[config.mk]
export PLATFORM = sky130hd
export DESIGN_NAME = ahbl_cmd_master_flat
export DESIGN_NICKNAME = d
export VERILOG_FILES = /design/src/rtl/ahbl_cmd_master_pkg.sv /design/src/rtl/ahbl_cmd_master_if.sv /design/src/rtl/ahbl_cmd_master.sv /design/src/flat_wrapper.sv
export SDC_FILE = /design/constraint.sdc
export NUM_CORES = 1
export LEC_CHECK = 0
export CORE_MARGIN = 1.5
export CORE_UTILIZATION = 40
export CTS_BUF_LIST = sky130_fd_sc_hd__clkbuf_4 sky130_fd_sc_hd__clkbuf_8
export CTS_CLUSTER_DIAMETER = 50
export DETAILED_ROUTE_END_ITERATION = 12
export PLACE_DENSITY = 0.73
export SYNTH_ARGS = -nofsm -noshare
export SYNTH_HDL_FRONTEND = slang
export SYNTH_SLANG_ARGS = --single-unit
[constraint.sdc]
create_clock -name HCLK -period 3 [get_ports HCLK]
set_input_delay 0.6 -clock HCLK [delete_from_list [all_inputs] [get_ports HCLK]]
set_output_delay 0.6 -clock HCLK [all_outputs]
set_load 0.05 [all_outputs]
[src/rtl/ahbl_cmd_master_pkg.sv]
// Shared AHB-Lite encodings and payload types for the command master.
package ahbl_cmd_master_pkg;

  localparam int unsigned AHB_AW = 16;
  localparam int unsigned AHB_DW = 32;

  typedef enum logic [1:0] {
    HTRANS_IDLE   = 2'b00,
    HTRANS_NONSEQ = 2'b10
  } htrans_e;

  localparam logic [2:0] HSIZE_WORD  = 3'b010;
  localparam logic       HRESP_OKAY  = 1'b0;
  localparam logic       HRESP_ERROR = 1'b1;

  // Response payload captured when a data phase completes.
  typedef struct packed {
    logic [AHB_DW-1:0] rdata;
    logic              err;
  } rsp_t;

endpackage

[src/rtl/ahbl_cmd_master_if.sv]
// Command/response stream and AHB-Lite initiator pins of the command master.
interface ahbl_cmd_master_if
  import ahbl_cmd_master_pkg::*;
#(
  parameter int unsigned AW = AHB_AW,
  parameter int unsigned DW = AHB_DW
);
  logic          cmd_valid;
  logic          cmd_ready;
  logic          cmd_write;
  logic [AW-1:0] cmd_addr;
  logic [DW-1:0] cmd_wdata;
  logic          rsp_valid;
  logic [DW-1:0] rsp_rdata;
  logic          rsp_err;
  logic          busy;
  logic [AW-1:0] HADDR;
  logic [1:0]    HTRANS;
  logic [2:0]    HSIZE;
  logic          HWRITE;
  logic [DW-1:0] HWDATA;
  logic [DW-1:0] HRDATA;
  logic          HREADY;
  logic          HRESP;

  modport master (
    input  cmd_valid, cmd_write, cmd_addr, cmd_wdata, HRDATA, HREADY, HRESP,
    output cmd_ready, rsp_valid, rsp_rdata, rsp_err, busy,
           HADDR, HTRANS, HSIZE, HWRITE, HWDATA
  );

  modport slave (
    output cmd_valid, cmd_write, cmd_addr, cmd_wdata, HRDATA, HREADY, HRESP,
    input  cmd_ready, rsp_valid, rsp_rdata, rsp_err, busy,
           HADDR, HTRANS, HSIZE, HWRITE, HWDATA
  );
endinterface

[src/rtl/ahbl_cmd_master.sv]
// Single-beat AHB-Lite initiator: address stage A overlaps data stage D,
// one NONSEQ word transfer per command and one response pulse per transfer.
module ahbl_cmd_master
  import ahbl_cmd_master_pkg::*;
#(
  parameter int unsigned AW = AHB_AW,
  parameter int unsigned DW = AHB_DW
) (
  input logic               HCLK,
  input logic               HRESETn,
  ahbl_cmd_master_if.master bus
);

  logic          a_vld_q, a_vld_d;
  logic          a_write_q, a_write_d;
  logic [AW-3:0] a_addr_q, a_addr_d;
  logic [DW-1:0] a_wdata_q, a_wdata_d;
  logic          d_vld_q, d_vld_d;
  logic          d_write_q, d_write_d;
  logic [DW-1:0] d_wdata_q, d_wdata_d;
  logic          rsp_valid_q, rsp_valid_d;
  rsp_t          rsp_q, rsp_d;
  logic          accept_c;
  logic          unused_addr_lsb;

  // Byte-lane bits are dropped: every transfer is a word.
  assign unused_addr_lsb = ^bus.cmd_addr[1:0];

  assign bus.cmd_ready = !a_vld_q || bus.HREADY;
  assign accept_c      = bus.cmd_valid && bus.cmd_ready;

  // Next-state: A advances into D on HREADY, A refills from an accepted command.
  always_comb begin
    a_vld_d     = a_vld_q;
    a_write_d   = a_write_q;
    a_addr_d    = a_addr_q;
    a_wdata_d   = a_wdata_q;
    d_vld_d     = d_vld_q;
    d_write_d   = d_write_q;
    d_wdata_d   = d_wdata_q;
    rsp_valid_d = 1'b0;
    rsp_d       = rsp_q;

    if (bus.HREADY) begin
      d_vld_d   = a_vld_q;
      d_write_d = a_write_q;
      d_wdata_d = a_wdata_q;
      a_vld_d   = 1'b0;
    end

    if (accept_c) begin
      a_vld_d   = 1'b1;
      a_write_d = bus.cmd_write;
      a_addr_d  = bus.cmd_addr[AW-1:2];
      a_wdata_d = bus.cmd_wdata;
    end

    if (d_vld_q && bus.HREADY) begin
      rsp_valid_d = 1'b1;
      rsp_d.rdata = d_write_q ? '0 : bus.HRDATA;
      rsp_d.err   = (bus.HRESP == HRESP_ERROR);
    end
  end

  always_ff @(posedge HCLK) begin
    if (!HRESETn) begin
      a_vld_q     <= 1'b0;
      a_write_q   <= 1'b0;
      a_addr_q    <= '0;
      a_wdata_q   <= '0;
      d_vld_q     <= 1'b0;
      d_write_q   <= 1'b0;
      d_wdata_q   <= '0;
      rsp_valid_q <= 1'b0;
      rsp_q       <= '0;
    end else begin
      a_vld_q     <= a_vld_d;
      a_write_q   <= a_write_d;
      a_addr_q    <= a_addr_d;
      a_wdata_q   <= a_wdata_d;
      d_vld_q     <= d_vld_d;
      d_write_q   <= d_write_d;
      d_wdata_q   <= d_wdata_d;
      rsp_valid_q <= rsp_valid_d;
      rsp_q       <= rsp_d;
    end
  end

  assign bus.HADDR     = {a_addr_q, 2'b00};
  assign bus.HTRANS    = a_vld_q ? HTRANS_NONSEQ : HTRANS_IDLE;
  assign bus.HSIZE     = HSIZE_WORD;
  assign bus.HWRITE    = a_write_q;
  assign bus.HWDATA    = d_wdata_q;
  assign bus.rsp_valid = rsp_valid_q;
  assign bus.rsp_rdata = rsp_q.rdata;
  assign bus.rsp_err   = rsp_q.err;
  assign bus.busy      = a_vld_q || d_vld_q;

endmodule
[src/flat_wrapper.sv]
// flat-port wrapper written by rule: the top's interface ports become plain ports
module ahbl_cmd_master_flat import ahbl_cmd_master_pkg::*;
#(
  parameter int unsigned AW = AHB_AW,
  parameter int unsigned DW = AHB_DW
)
  (HCLK, HRESETn, bus_cmd_valid, bus_cmd_write, bus_cmd_addr, bus_cmd_wdata, bus_HRDATA, bus_HREADY, bus_HRESP, bus_cmd_ready, bus_rsp_valid, bus_rsp_rdata, bus_rsp_err, bus_busy, bus_HADDR, bus_HTRANS, bus_HSIZE, bus_HWRITE, bus_HWDATA);
  ahbl_cmd_master_if #(.AW(AW), .DW(DW)) bus_i ();
  input logic HCLK;
  input logic HRESETn;
  input wire logic [$bits(bus_i.cmd_valid)-1:0] bus_cmd_valid;
  input wire logic [$bits(bus_i.cmd_write)-1:0] bus_cmd_write;
  input wire logic [$bits(bus_i.cmd_addr)-1:0] bus_cmd_addr;
  input wire logic [$bits(bus_i.cmd_wdata)-1:0] bus_cmd_wdata;
  input wire logic [$bits(bus_i.HRDATA)-1:0] bus_HRDATA;
  input wire logic [$bits(bus_i.HREADY)-1:0] bus_HREADY;
  input wire logic [$bits(bus_i.HRESP)-1:0] bus_HRESP;
  output wire logic [$bits(bus_i.cmd_ready)-1:0] bus_cmd_ready;
  output wire logic [$bits(bus_i.rsp_valid)-1:0] bus_rsp_valid;
  output wire logic [$bits(bus_i.rsp_rdata)-1:0] bus_rsp_rdata;
  output wire logic [$bits(bus_i.rsp_err)-1:0] bus_rsp_err;
  output wire logic [$bits(bus_i.busy)-1:0] bus_busy;
  output wire logic [$bits(bus_i.HADDR)-1:0] bus_HADDR;
  output wire logic [$bits(bus_i.HTRANS)-1:0] bus_HTRANS;
  output wire logic [$bits(bus_i.HSIZE)-1:0] bus_HSIZE;
  output wire logic [$bits(bus_i.HWRITE)-1:0] bus_HWRITE;
  output wire logic [$bits(bus_i.HWDATA)-1:0] bus_HWDATA;
  assign bus_i.cmd_valid = bus_cmd_valid;
  assign bus_i.cmd_write = bus_cmd_write;
  assign bus_i.cmd_addr = bus_cmd_addr;
  assign bus_i.cmd_wdata = bus_cmd_wdata;
  assign bus_i.HRDATA = bus_HRDATA;
  assign bus_i.HREADY = bus_HREADY;
  assign bus_i.HRESP = bus_HRESP;
  assign bus_cmd_ready = bus_i.cmd_ready;
  assign bus_rsp_valid = bus_i.rsp_valid;
  assign bus_rsp_rdata = bus_i.rsp_rdata;
  assign bus_rsp_err = bus_i.rsp_err;
  assign bus_busy = bus_i.busy;
  assign bus_HADDR = bus_i.HADDR;
  assign bus_HTRANS = bus_i.HTRANS;
  assign bus_HSIZE = bus_i.HSIZE;
  assign bus_HWRITE = bus_i.HWRITE;
  assign bus_HWDATA = bus_i.HWDATA;
  ahbl_cmd_master #(.AW(AW), .DW(DW)) u_core (.HCLK(HCLK), .HRESETn(HRESETn), .bus(bus_i));
endmodule
Word level (Yosys, flattened, before mapping)
Index checks and enable logic that the tools add are counted.
Storage, ports and cells
  flip-flop bits (word level): 116
  output and inout bits: 90
  word-level logic and storage cells: 21
Cells by class
  mux-type cells: 5
  reduce and logical (&&, ||, !) cells: 6
Operators with widths (count)
  $mux W32: 1
  $mux W1: 3
  $logic_and A1 B1 Y1: 2
  $logic_or A1 B1 Y1: 2
  $mux W2: 1
  $reduce_bool A2 Y1: 1
  $logic_not A1 Y1: 1

Logic depth before layout (Yosys ltp)
  word-level depth: 4
  gate-level depth with buffers: 6
  depth with buffers taken out: 3

Least setup slack after synthesis
OpenSTA, ideal clock, no wires.
  path kind: input -> register
  start: in bus_HREADY
  end: reg u_core.a_wdata_q[10]
  setup time: 0.072 ns
  arrival: 1.594 ns
  required time: 2.928 ns
  setup slack: 1.335 ns
  stages: 6
  path through: buf_2 nand2b_4 and2_4 buf_6 buf_6 mux2i_1
Between the ends
  cells in the longest elaborated chain, start to end: 2
Ends and longest elaborated chain
  start, declared: RTL line flat_wrapper.sv:16  | input wire logic [$bits(bus_i.HREADY)-1:0] bus_HREADY;
  $logic_or A1 B1 Y1: RTL line ahbl_cmd_master.sv:29  | assign bus.cmd_ready = !a_vld_q || bus.HREADY;
  named net bus_cmd_ready: RTL line flat_wrapper.sv:18  | output wire logic [$bits(bus_i.cmd_ready)-1:0] bus_cmd_ready;
  $logic_and A1 B1 Y1: RTL line ahbl_cmd_master.sv:30  | assign accept_c = bus.cmd_valid && bus.cmd_ready;
  end signal, assigned: RTL line ahbl_cmd_master.sv:80  | a_wdata_q <= a_wdata_d;
  end, declared: RTL line ahbl_cmd_master.sv:17  | logic [DW-1:0] a_wdata_q, a_wdata_d;
The timed path passes the listed nets, and every way through them passes these cells.
A chain may end at the register's enable or synchronous reset.

Worst setup path after layout
  start: reg u_core.a_vld_q
  end: out bus_busy
Between the ends
  cells in the longest elaborated chain, start to end: 1
Ends and longest elaborated chain
  start, declared: RTL line ahbl_cmd_master.sv:14  | logic a_vld_q, a_vld_d;
  start signal, assigned: RTL line ahbl_cmd_master.sv:77  | a_vld_q <= a_vld_d;
  $logic_or A1 B1 Y1: RTL line ahbl_cmd_master.sv:97  | assign bus.busy = a_vld_q || d_vld_q;
  end, declared: RTL line flat_wrapper.sv:22  | output wire logic [$bits(bus_i.busy)-1:0] bus_busy;
Every way passes these cells.

==> impl_metrics.tcl <==
set metrics [dict create \
    status "finished clean" \
    antenna_found_initial 0 \
    finalClockSkew_ns 0.0111 \
    synth.largest_area_cell "dfxtp_1" \
    irDropWorstVdd_mv 0.302 \
    synth.area.top_cells "dfxtp_1, mux2i_1, nand2_1" \
    critPathKind "flop to output pin" \
    port_buffers 167 \
    cp.required_ns 2.40 \
    synth_compound_gate_area_share_pct 5.47 \
    clk_pin_slew_ns 0.06 \
    seq_area_frac_synth_pct 49.7 \
    rsz0062_at_grt "false" \
    hold_end "u_core.bus.rsp_rdata[26]$_SDFFE_PN0P_" \
    grt_pass1_wl_um 17600 \
    cp.arrival_ns 1.78 \
    first_pass_iters 4 \
    h-tree-depth 4 \
    critPathMaxStageDelay_ns 0.72 \
    cts_max_path_buffers 2 \
    postCtsSetupRepairBufs 0 \
    muxShareOfSynthArea_pct 17.4 \
    synth-simple-area-share_pct 21.7 \
    synth_fa_ha_area_share_pct 0 \
    final-setup-viol-count 0 \
    drcViolationCount 0 \
    vias 3763 \
    p_leak_uw 0.00263 \
    die_area_um2 12300 \
    crit_chain "or2_2 -> clkdlybuf4s50_1" \
    die_x_um 111 \
    r2r-start "u_core.a_vld_q$_SDFFE_PN0P_" \
    setup-tns-final_ns 0 \
    cts_tree "done" \
    cpMaxStageDelayCell "clkdlybuf4s50_1" \
    worst_setup_path_end_kind "output pin" \
    gr-total-overflow 0 \
    place_congestion 0.783 \
    grt_usage_pct 17.8 \
    grt_max_degree 87 \
    die_y_um 111 \
    postSynthCellCount 481 \
    yosysTopAreaCellShare_pct 49.7 \
    grt_pass1_vias 3612 \
    core_area_um2 11400 \
    crit_path_start_kind "flop" \
    holdPathStages 2 \
    hold_buffers 0 \
    worst_slew_pin_slew_ns 0.846 \
    yosys-top-cells-count "nand2_1, dfxtp_1, mux2i_1" \
    yosysUniqueCellTypes 18 \
    drt-initial-drc-count 179 \
    synthArstFlopShare_pct 0 \
    synth_edf_count 0 \
    power_density_nw_per_um2 548 \
    cts-buffers-inserted 17 \
    synth_seq_cells 116 \
    viasPerCell 4.78 \
    numClockSinks 116 \
    hold_path_class "flop to flop" \
    syn_avg_cell_area_um2 9.71 \
    area_delta_synth_final_pct 45.2 \
    rr_worst_depth 4 \
    maxCapViolations 0 \
    routed_wl_um 10800 \
    synth_flop_cell "dfxtp_1" \
    timing.fmax_mhz 419 \
    wl_per_cell_um 13.8 \
    syn_area_um2 4670 \
    root_buffer "clkbuf_8" \
    hold_viol 0 \
    ctsResizeCount 0 \
    start_util_pct 40.9 \
    antenna-diode-count 0 \
    timing.final.crit_share_pct 79.5 \
    finalNetCount 717 \
    path_max_fanout 4 \
    synth.most_common_cell "nand2_1" \
    layout-drive-gt1-share_pct 7.14 \
    slew_headroom_pct 43.5 \
    dp_hpwl_um 7260 \
    clk_latency_ns 0.43 \
    ioPinCount 176 \
    post-route-min-period_ns 2.38 \
    synth_xor_area_share_pct 0 \
    drv_slew 0 \
    worstHoldStart "u_core.bus.rsp_rdata[26]$_SDFFE_PN0P_" \
    timing.rr.end "u_core.a_addr_q[2]$_SDFFE_PN0P_" \
    antenna_left 0 \
    synth_top_family_by_area "simple AND/OR/NAND/NOR gates" \
    ys_warn_count 0 \
    std_cell_rows 39 \
    utilization_pct 59.4 \
    ff2ff_setup_slack_ns 1.46 \
    fillers 1033 \
]
[stage by stage]
step	hold slack, ns	instances	instance area, um^2	power (uW)	setup WS [ns]
floorplan	0.434	485	4680	2030	1.33
global placement	0.442	755	6350	2230	0.683
detailed placement	0.449	755	6350	2240	0.661
CTS	0.461	787	6780	3770	0.571
global route	0.475	787	6780	3870	0.546
finish	0.459	787	6780	3710	0.615
[cell families (layout without fill, tap and decap cells)]
logic type,Yosys count,count (layout)
multiplexers,81,81
buffers and inverters,49,208
other,2,6
flip-flops,116,116
AO/OA/AOI/OAI,34,34
AND/OR/NAND/NOR,199,199
[placed cells by master (no fill, tap or decap), drive strengths merged, types with 3 or more instances in the layout]
cell	netlist	routed
dfxtp	116	116
a21boi	34	34
buf	26	11
conb	2	6
nor2b	34	34
clkbuf	22	22
mux2i	81	81
bufinv	0	3
nand2	128	128
nand4b	32	32
clkinv	0	6
clkdlybuf4s50	0	164
[per-layer routing]
layer | track usage [%] | share of wire, % | up-vias
met5 | 0 | 0 | -
met4 | 7.59 | 1.4 | 0
met3 | 7.05 | 8.5 | 12
met2 | 28.4 | 46 | 135
met1 | 21.3 | 44 | 1723
li1 | - | - | 1893
[critical path, delay by kind of cell (launching register included)]
family | cells | cell delay [ns]
DFF | 1 | 0.35
and+or+nand+nor | 1 | 0.30
buffers and inverters | 1 | 0.72
[area by class of cell]
| class | instances | area (um^2) | share of cell area, % |
|---|---|---|---|
| multi-input combinational | 320 | 2100 | 31.0 |
| inverter | 1 | 3.75 | 0.0554 |
| tap | 143 | 179 | 2.64 |
| sequential | 116 | 2320 | 34.3 |
| timing repair buffer | 175 | 1750 | 25.8 |
| clock buffer | 22 | 297 | 4.38 |
| clock inverter | 10 | 128 | 1.88 |
[state kept, by name, indices dropped and copies added (netlist names)]
name,cells
u_core.bus.HWRITE,1
u_core.bus.rsp_valid,1
u_core.d_write_q,1
u_core.bus.rsp_err,1
u_core.a_vld_q,1
u_core.bus.rsp_rdata,32
u_core.a_wdata_q,32
u_core.d_vld_q,1
u_core.bus.HWDATA,32
u_core.a_addr_q,14
[how the worst max path moves through the flow]
stage,start,to,slack (ns),cells past startpoint
finish,u_core.a_vld_q$_SDFFE_PN0P_,bus_busy,0.62,2
global route,u_core.a_vld_q$_SDFFE_PN0P_,bus_busy,0.55,2
CTS,u_core.a_vld_q$_SDFFE_PN0P_,bus_busy,0.57,2
detailed placement,bus_HREADY,u_core.a_addr_q[2]$_SDFFE_PN0P_,0.66,5
global placement,bus_HREADY,u_core.a_addr_q[7]$_SDFFE_PN0P_,0.68,5
floorplan,bus_HREADY,u_core.a_wdata_q[10]$_SDFFE_PN0P_,1.33,6
[power breakdown]
group / internal (uW) / leakage, uW / switching (uW)
sequential: 1610 / 0.000947 / 37.3
clock: 910 / 0.000222 / 596
combinational: 253 / 0.00146 / 309
No activity file was read; power rests on OpenSTA's default activity.
